$ cat config.mk
export PLATFORM = sky130hd
export DESIGN_NAME = bram_frame_writer
export DESIGN_NICKNAME = d
export VERILOG_FILES = /design/src/rtl/bram_frame_writer_pkg.sv /design/src/rtl/bram_frame_writer_pixel_addr_counter.sv /design/src/rtl/bram_frame_writer.sv
export SDC_FILE = /design/constraint.sdc
export NUM_CORES = 1
export LEC_CHECK = 0
export ABC_AREA = 1
export ABC_CLOCK_PERIOD_IN_PS = 3450
export CAP_MARGIN = 40
export CORE_MARGIN = 5
export CORE_UTILIZATION = 40
export CTS_CLUSTER_DIAMETER = 100
export DETAILED_ROUTE_END_ITERATION = 7
export DONT_BUFFER_PORTS = 1
export SLEW_MARGIN = 10
export SYNTH_ARGS = -nofsm -noshare
export SYNTH_HDL_FRONTEND = slang
export SYNTH_SLANG_ARGS = --single-unit
$ cat constraint.sdc
create_clock -name clka -period 3.45 [get_ports clka]
set_input_delay 0.1725 -clock clka [delete_from_list [all_inputs] [get_ports clka]]
set_output_delay 0.1725 -clock clka [all_outputs]
set_load 0.05 [all_outputs]
$ cat src/rtl/bram_frame_writer_pkg.sv
// Shared definitions for the image BRAM store: default geometry, the writer state
// encoding used by the read-side blocks, and a width helper for the pixel counters.
package bram_frame_writer_pkg;

    localparam int unsigned PIX_W_DEF     = 24;
    localparam int unsigned ADDR_W_DEF    = 17;
    localparam int unsigned IMG_W_DEF     = 300;
    localparam int unsigned IMG_H_DEF     = 300;
    localparam int unsigned BASE_ADDR_DEF = 0;

    typedef enum logic [1:0] {
        ST_IDLE  = 2'd0,
        ST_ARM   = 2'd1,
        ST_WRITE = 2'd2,
        ST_DONE  = 2'd3
    } wr_state_e;

    // Counter width able to hold 0..n-1, never narrower than one bit.
    function automatic int unsigned cnt_width(input int unsigned n);
        return (n <= 1) ? 1 : $clog2(n);
    endfunction

endpackage

$ cat src/rtl/bram_frame_writer_pixel_addr_counter.sv
// Raster position tracker: column, line and flat BRAM address, all advanced by one per
// stored pixel so the address never needs a multiplier.
module pixel_addr_counter
    import bram_frame_writer_pkg::*;
#(
    parameter int unsigned IMG_W     = IMG_W_DEF,
    parameter int unsigned IMG_H     = IMG_H_DEF,
    parameter int unsigned ADDR_W    = ADDR_W_DEF,
    parameter int unsigned BASE_ADDR = BASE_ADDR_DEF
) (
    input  logic              clka_i,
    input  logic              rst_i,
    input  logic              clr_i,
    input  logic              inc_i,
    output logic [ADDR_W-1:0] addr_o,
    output logic              last_in_line_o,
    output logic              last_in_frame_o
);

    localparam int unsigned       XW        = cnt_width(IMG_W);
    localparam int unsigned       YW        = cnt_width(IMG_H);
    localparam logic [XW-1:0]     X_LAST    = XW'(IMG_W - 1);
    localparam logic [YW-1:0]     Y_LAST    = YW'(IMG_H - 1);
    localparam logic [ADDR_W-1:0] ADDR_BASE = ADDR_W'(BASE_ADDR);

    logic [XW-1:0]     x_q, x_d;
    logic [YW-1:0]     y_q, y_d;
    logic [ADDR_W-1:0] addr_q, addr_d;

    assign last_in_line_o  = (x_q == X_LAST);
    assign last_in_frame_o = last_in_line_o && (y_q == Y_LAST);
    assign addr_o          = addr_q;

    // NOTE: every signal written here gets its default first, so no path can infer a latch.
    always_comb begin
        x_d    = x_q;
        y_d    = y_q;
        addr_d = addr_q;
        if (clr_i) begin
            x_d    = '0;
            y_d    = '0;
            addr_d = ADDR_BASE;
        end else if (inc_i) begin
            addr_d = addr_q + ADDR_W'(1);
            if (last_in_line_o) begin
                x_d = '0;
                y_d = (y_q == Y_LAST) ? '0 : y_q + YW'(1);
            end else begin
                x_d = x_q + XW'(1);
            end
        end
    end

    // NOTE: state is updated with non-blocking assignments so every flop samples pre-edge values.
    always_ff @(posedge clka_i) begin
        if (rst_i) begin
            x_q    <= '0;
            y_q    <= '0;
            addr_q <= ADDR_BASE;
        end else begin
            x_q    <= x_d;
            y_q    <= y_d;
            addr_q <= addr_d;
        end
    end

endmodule

$ cat src/rtl/bram_frame_writer.sv
// Stores one raster-order RGB frame from a valid/ready pixel stream into BRAM port A,
// aligning on sof and flagging sof/eol disagreements with the internal pixel count.
module bram_frame_writer
    import bram_frame_writer_pkg::*;
#(
    parameter int unsigned PIX_W     = PIX_W_DEF,
    parameter int unsigned ADDR_W    = ADDR_W_DEF,
    parameter int unsigned IMG_W     = IMG_W_DEF,
    parameter int unsigned IMG_H     = IMG_H_DEF,
    parameter int unsigned BASE_ADDR = BASE_ADDR_DEF
) (
    input  logic              clka,
    input  logic              rst,
    input  logic              start,
    input  logic              s_valid,
    output logic              s_ready,
    input  logic [PIX_W-1:0]  s_data,
    input  logic              s_sof,
    input  logic              s_eol,
    output logic              ena,
    output logic              wea,
    output logic [ADDR_W-1:0] addra,
    output logic [PIX_W-1:0]  dina,
    output logic              busy,
    output logic              done,
    output logic              err_sync
);

    wr_state_e         state_q, state_d;
    logic              wr_q, wr_d;
    logic [ADDR_W-1:0] addra_q, addra_d;
    logic [PIX_W-1:0]  dina_q, dina_d;
    logic              done_q, done_d;
    logic              err_q, err_d;

    logic              beat;
    logic              cnt_clr;
    logic              cnt_inc;
    logic              err_set;
    logic [ADDR_W-1:0] cnt_addr;
    logic              last_in_line;
    logic              last_in_frame;

    pixel_addr_counter #(
        .IMG_W     (IMG_W),
        .IMG_H     (IMG_H),
        .ADDR_W    (ADDR_W),
        .BASE_ADDR (BASE_ADDR)
    ) u_addr_cnt (
        .clka_i          (clka),
        .rst_i           (rst),
        .clr_i           (cnt_clr),
        .inc_i           (cnt_inc),
        .addr_o          (cnt_addr),
        .last_in_line_o  (last_in_line),
        .last_in_frame_o (last_in_frame)
    );

    assign s_ready = (state_q == ST_ARM) || (state_q == ST_WRITE);
    assign busy    = s_ready;
    assign beat    = s_valid && s_ready;

    // cnt_inc marks a beat that is stored; it drives the counter and the BRAM strobe.
    always_comb begin
        state_d = state_q;
        cnt_clr = 1'b0;
        cnt_inc = 1'b0;
        err_set = 1'b0;
        case (state_q)
            ST_IDLE: begin
                if (start) begin
                    cnt_clr = 1'b1;
                    state_d = ST_ARM;
                end
            end
            ST_ARM: begin
                if (beat && s_sof) begin
                    cnt_inc = 1'b1;
                    state_d = last_in_frame ? ST_DONE : ST_WRITE;
                end
            end
            ST_WRITE: begin
                if (beat) begin
                    cnt_inc = 1'b1;
                    if (s_sof) begin
                        err_set = 1'b1;
                    end
                    if (last_in_frame) begin
                        state_d = ST_DONE;
                    end
                end
            end
            ST_DONE: begin
                state_d = ST_IDLE;
            end
            default: begin
                state_d = ST_IDLE;
            end
        endcase
        if (cnt_inc && (s_eol != last_in_line)) begin
            err_set = 1'b1;
        end
    end

    // Address and data hold their last written values between beats.
    always_comb begin
        wr_d    = cnt_inc;
        addra_d = cnt_inc ? cnt_addr : addra_q;
        dina_d  = cnt_inc ? s_data : dina_q;
        done_d  = (state_q == ST_DONE);
        err_d   = cnt_clr ? 1'b0 : (err_q || err_set);
    end

    always_ff @(posedge clka) begin
        if (rst) begin
            state_q <= ST_IDLE;
            wr_q    <= 1'b0;
            addra_q <= '0;
            dina_q  <= '0;
            done_q  <= 1'b0;
            err_q   <= 1'b0;
        end else begin
            state_q <= state_d;
            wr_q    <= wr_d;
            addra_q <= addra_d;
            dina_q  <= dina_d;
            done_q  <= done_d;
            err_q   <= err_d;
        end
    end

    assign ena      = wr_q;
    assign wea      = wr_q;
    assign addra    = addra_q;
    assign dina     = dina_q;
    assign done     = done_q;
    assign err_sync = err_q;

endmodule
==> results by group <==
STA
  – Slew Viols, Final: 0
  – Setup TNS Final: 0 ns
  – Final count of negative-setup-slack endpoints: 0
  – Fin worst setup slack: 1.098 ns
  – Relative slew margins: 59.66%
  – Max Freq: 425.2 MHz
  – Min Tclk post-route: 2.352 ns
  – Final Hold Fails: 0
  – RSZ-0062 raised after global routing: no
  – Worst Skew: 0.01116 ns
  – Tcrit/Tclk final: 68.17%
  – Worst-Margin Slew: 0.6052 ns

CTS
  – CTS max path bufs: 2
  – CTS tree: built
  – Clock Sinks: 81
  – Post-CTS sizing: 0
  – CTS Buf Count: 9
  – H-tree levels: 3
  – Root Driver: clkbuf_8
  – Clk_lat worst skew: 0.35 ns
  – Reg clk slew, reported paths: 0.09 ns

Min path
  – Hold crit path type: in2reg

Floorplanning
  – Core Region: 8678 µm²
  – Die W: 104.2 µm
  – Ports: 77
  – Die area: 10860 µm²
  – FP Rows: 34
  – Height of the die: 104.2 µm
  – Initial Util: 40.93%

Cells and area
  – Layout Utilization: 47.02%
  – Area Growth Syn to Fin: 14.86%
  – Fillers: 878
  – Layout cells sized above 1: 8.696%
  – # nets final: 539
  – Fin area: 4080 µm²
  – ANT cells: 0

Logic synthesis
  – Post-synthesis sequential area ratio: 45.65%
  – Library cells used by synthesis: 36
  – Cell Area, Synth: 3552 µm²
  – Post-synth EDFFs: 0
  – Cells after Synth: 482
  – Syn nets: 520
  – Syn_area_per_cell: 7.370 µm²
  – Main flop type after synthesis: dfxtp_1
  – Asr flop ratio synth: 0%
  – Yosys reg bits: 81
  – Ys Warns: 0

Detailed routing
  – WL/cell: 13.18 µm
  – DRT Pass-1 Iters: 5
  – DRC: 0
  – Routed Antenna Nets: 0
  – Iteration-0 DRC Markers: 125
  – Final WL: 8093 µm
  – Via count: 3069
  – DR vias/cell: 4.998

Worst setup path
  – Nature of the critical path endpoint: register
  – Critical Path Fanout Max: 52
  – Worst EP arrival: 2.64 ns
  – Critical path class: reg2reg
  – Critical Path RT: 3.74 ns
  – Startpoint Class: register

Power and ir drop
  – Pwr per Cell Area: 629.5 nW/µm²
  – Peak VDD IR: 450.5 µV
  – Leakage: 1.437 nW

Outcome
  – Outcome: finished clean

Placement
  – IO Port Bufs: 0
  – Routability congestion estimate: 0.8414
  – Placed cell areas: 3642 µm²
  – Dpl hpwl: 5496 µm
  – Dpl ws: 1.118 ns

Global route
  – Met3 GRT Util: 6.269%
  – Met1 GRT Util: 19.38%
  – Total GRT Usage: 15.22%
  – GR peak layer: met2
  – Number of global-route vias before repair: 2836
  – Met2 Track Usage GR: 23.32%
  – Overflow after GRT: 0
  – Global-route wire length before repair: 13900 µm
  – Largest net degree at the start of global routing: 53
  – Initial antenna violation count: 0

Flow run
  – Max Cap Viol: 0
worst paths after layout:
check                    startpoint                    to  slack [ns]  depth (start not counted)
setup / recovery         state_q[0]  u_addr_cnt.addr_o[4]        1.10                         11
setup reg to reg         state_q[0]  u_addr_cnt.addr_o[4]        1.10                         11
hold reg to reg   u_addr_cnt.y_q[7]     u_addr_cnt.y_q[7]        0.50                          2
hold / removal           s_data[23]              dina[23]        0.01                          2
metal layers:
layer / part of all wire, % / routed length, µm
met4: 2.1 / 170
met5: 0 / 0
met1: 46 / 3697
met3: 8.2 / 667
met2: 44 / 3558
cell usage in the layout, fill, tap and decap left out, types with 8 or more instances in the layout:
cell           instances
inv_1                 43
nand2_1               65
nand3_1               16
nor3_1                15
nor2_1               106
a21oi_1               28
o21ai_0               48
dlygate4sd3_1         23
dfxtp_1               81
clkbuf_8               9
nand4_1                9
ha_1                   8
sequential cells by signal, summed over array words and instances (netlist names):
register           cells
ena                    1
u_addr_cnt.x_q         9
addra                 17
u_addr_cnt.y_q         9
done                   1
err_sync               1
dina                  24
state_q                2
u_addr_cnt.addr_o     17
cell type report:
cell class / instances / area [µm²] / area share [%]
inverter: 48 / 181.4 / 4.446
clock inverter: 7 / 83.83 / 2.055
multi-input combinational: 333 / 1643 / 40.26
timing repair buffer: 28 / 291.5 / 7.145
tap: 108 / 135.1 / 3.312
sequential: 81 / 1622 / 39.74
clock buffer: 9 / 123.9 / 3.036
Yosys cell counts, drive strengths merged, types with 2 or more instances:
cell	n	share of area, %
inv	46	4.9
nand2	70	7.9
xor2	4	0.99
dfxtp	81	46
a21o	3	0.63
nor2	112	13
nor3b	2	0.42
or2	2	0.35
clkbuf	8	0.85
nor3	19	3.2
a211oi	3	0.63
nand3	17	2.5
buf	12	2.1
o21ai	49	7.2
clkinv	2	0.25
a21oi	29	4.2
ha	8	2.8
a31oi	2	0.35
nand4	9	1.6
worst max-delay path: stages (launching register included):
cell	delay (ns)
dfxtp_1	0.42
inv_1	0.12
ha_1	0.32
nand2_1	0.06
inv_1	0.12
nand2_4	0.06
inv_2	0.11
buf_4	0.45
nand2_1	0.14
nor3_1	0.22
o21ai_0	0.11
a21oi_1	0.13
power by group:
group          switching (mW)  leakage, nW  internal [mW]
Clock                   0.382        0.103          0.348
Combinational           0.290        0.680          0.143
Sequential              0.372        0.655           1.03
Total                    1.04         1.44           1.52
cells by family (layout without fill, tap and decap cells):
group / after synthesis / count (layout) / share of synthesized area, %
buf+inv: 68 / 92 / 8.101
fa+ha+maj: 8 / 8 / 2.818
xor+xnor: 5 / 5 / 1.233
compound gates: 87 / 87 / 13.24
simple gates: 233 / 233 / 28.95
flops: 81 / 81 / 45.65
stage by stage:
step | hold WS, ns | total power, mW | instances
after CTS | 0.005027 | 2.592 | 614
after detailed placement | 0.2458 | 1.842 | 575
after global routing | 0.005507 | 2.709 | 614
after global placement | 0.2440 | 1.822 | 573
after floorplan | 0.3392 | 1.759 | 482
final | 0.009608 | 2.568 | 614
timing repair:
item                      4_1_cts  5_1_grt
hold endpoints to repair       31        0
setup buffers                   0        0
hold buffers                   23        0
No activity file was read; power rests on OpenSTA's default activity.
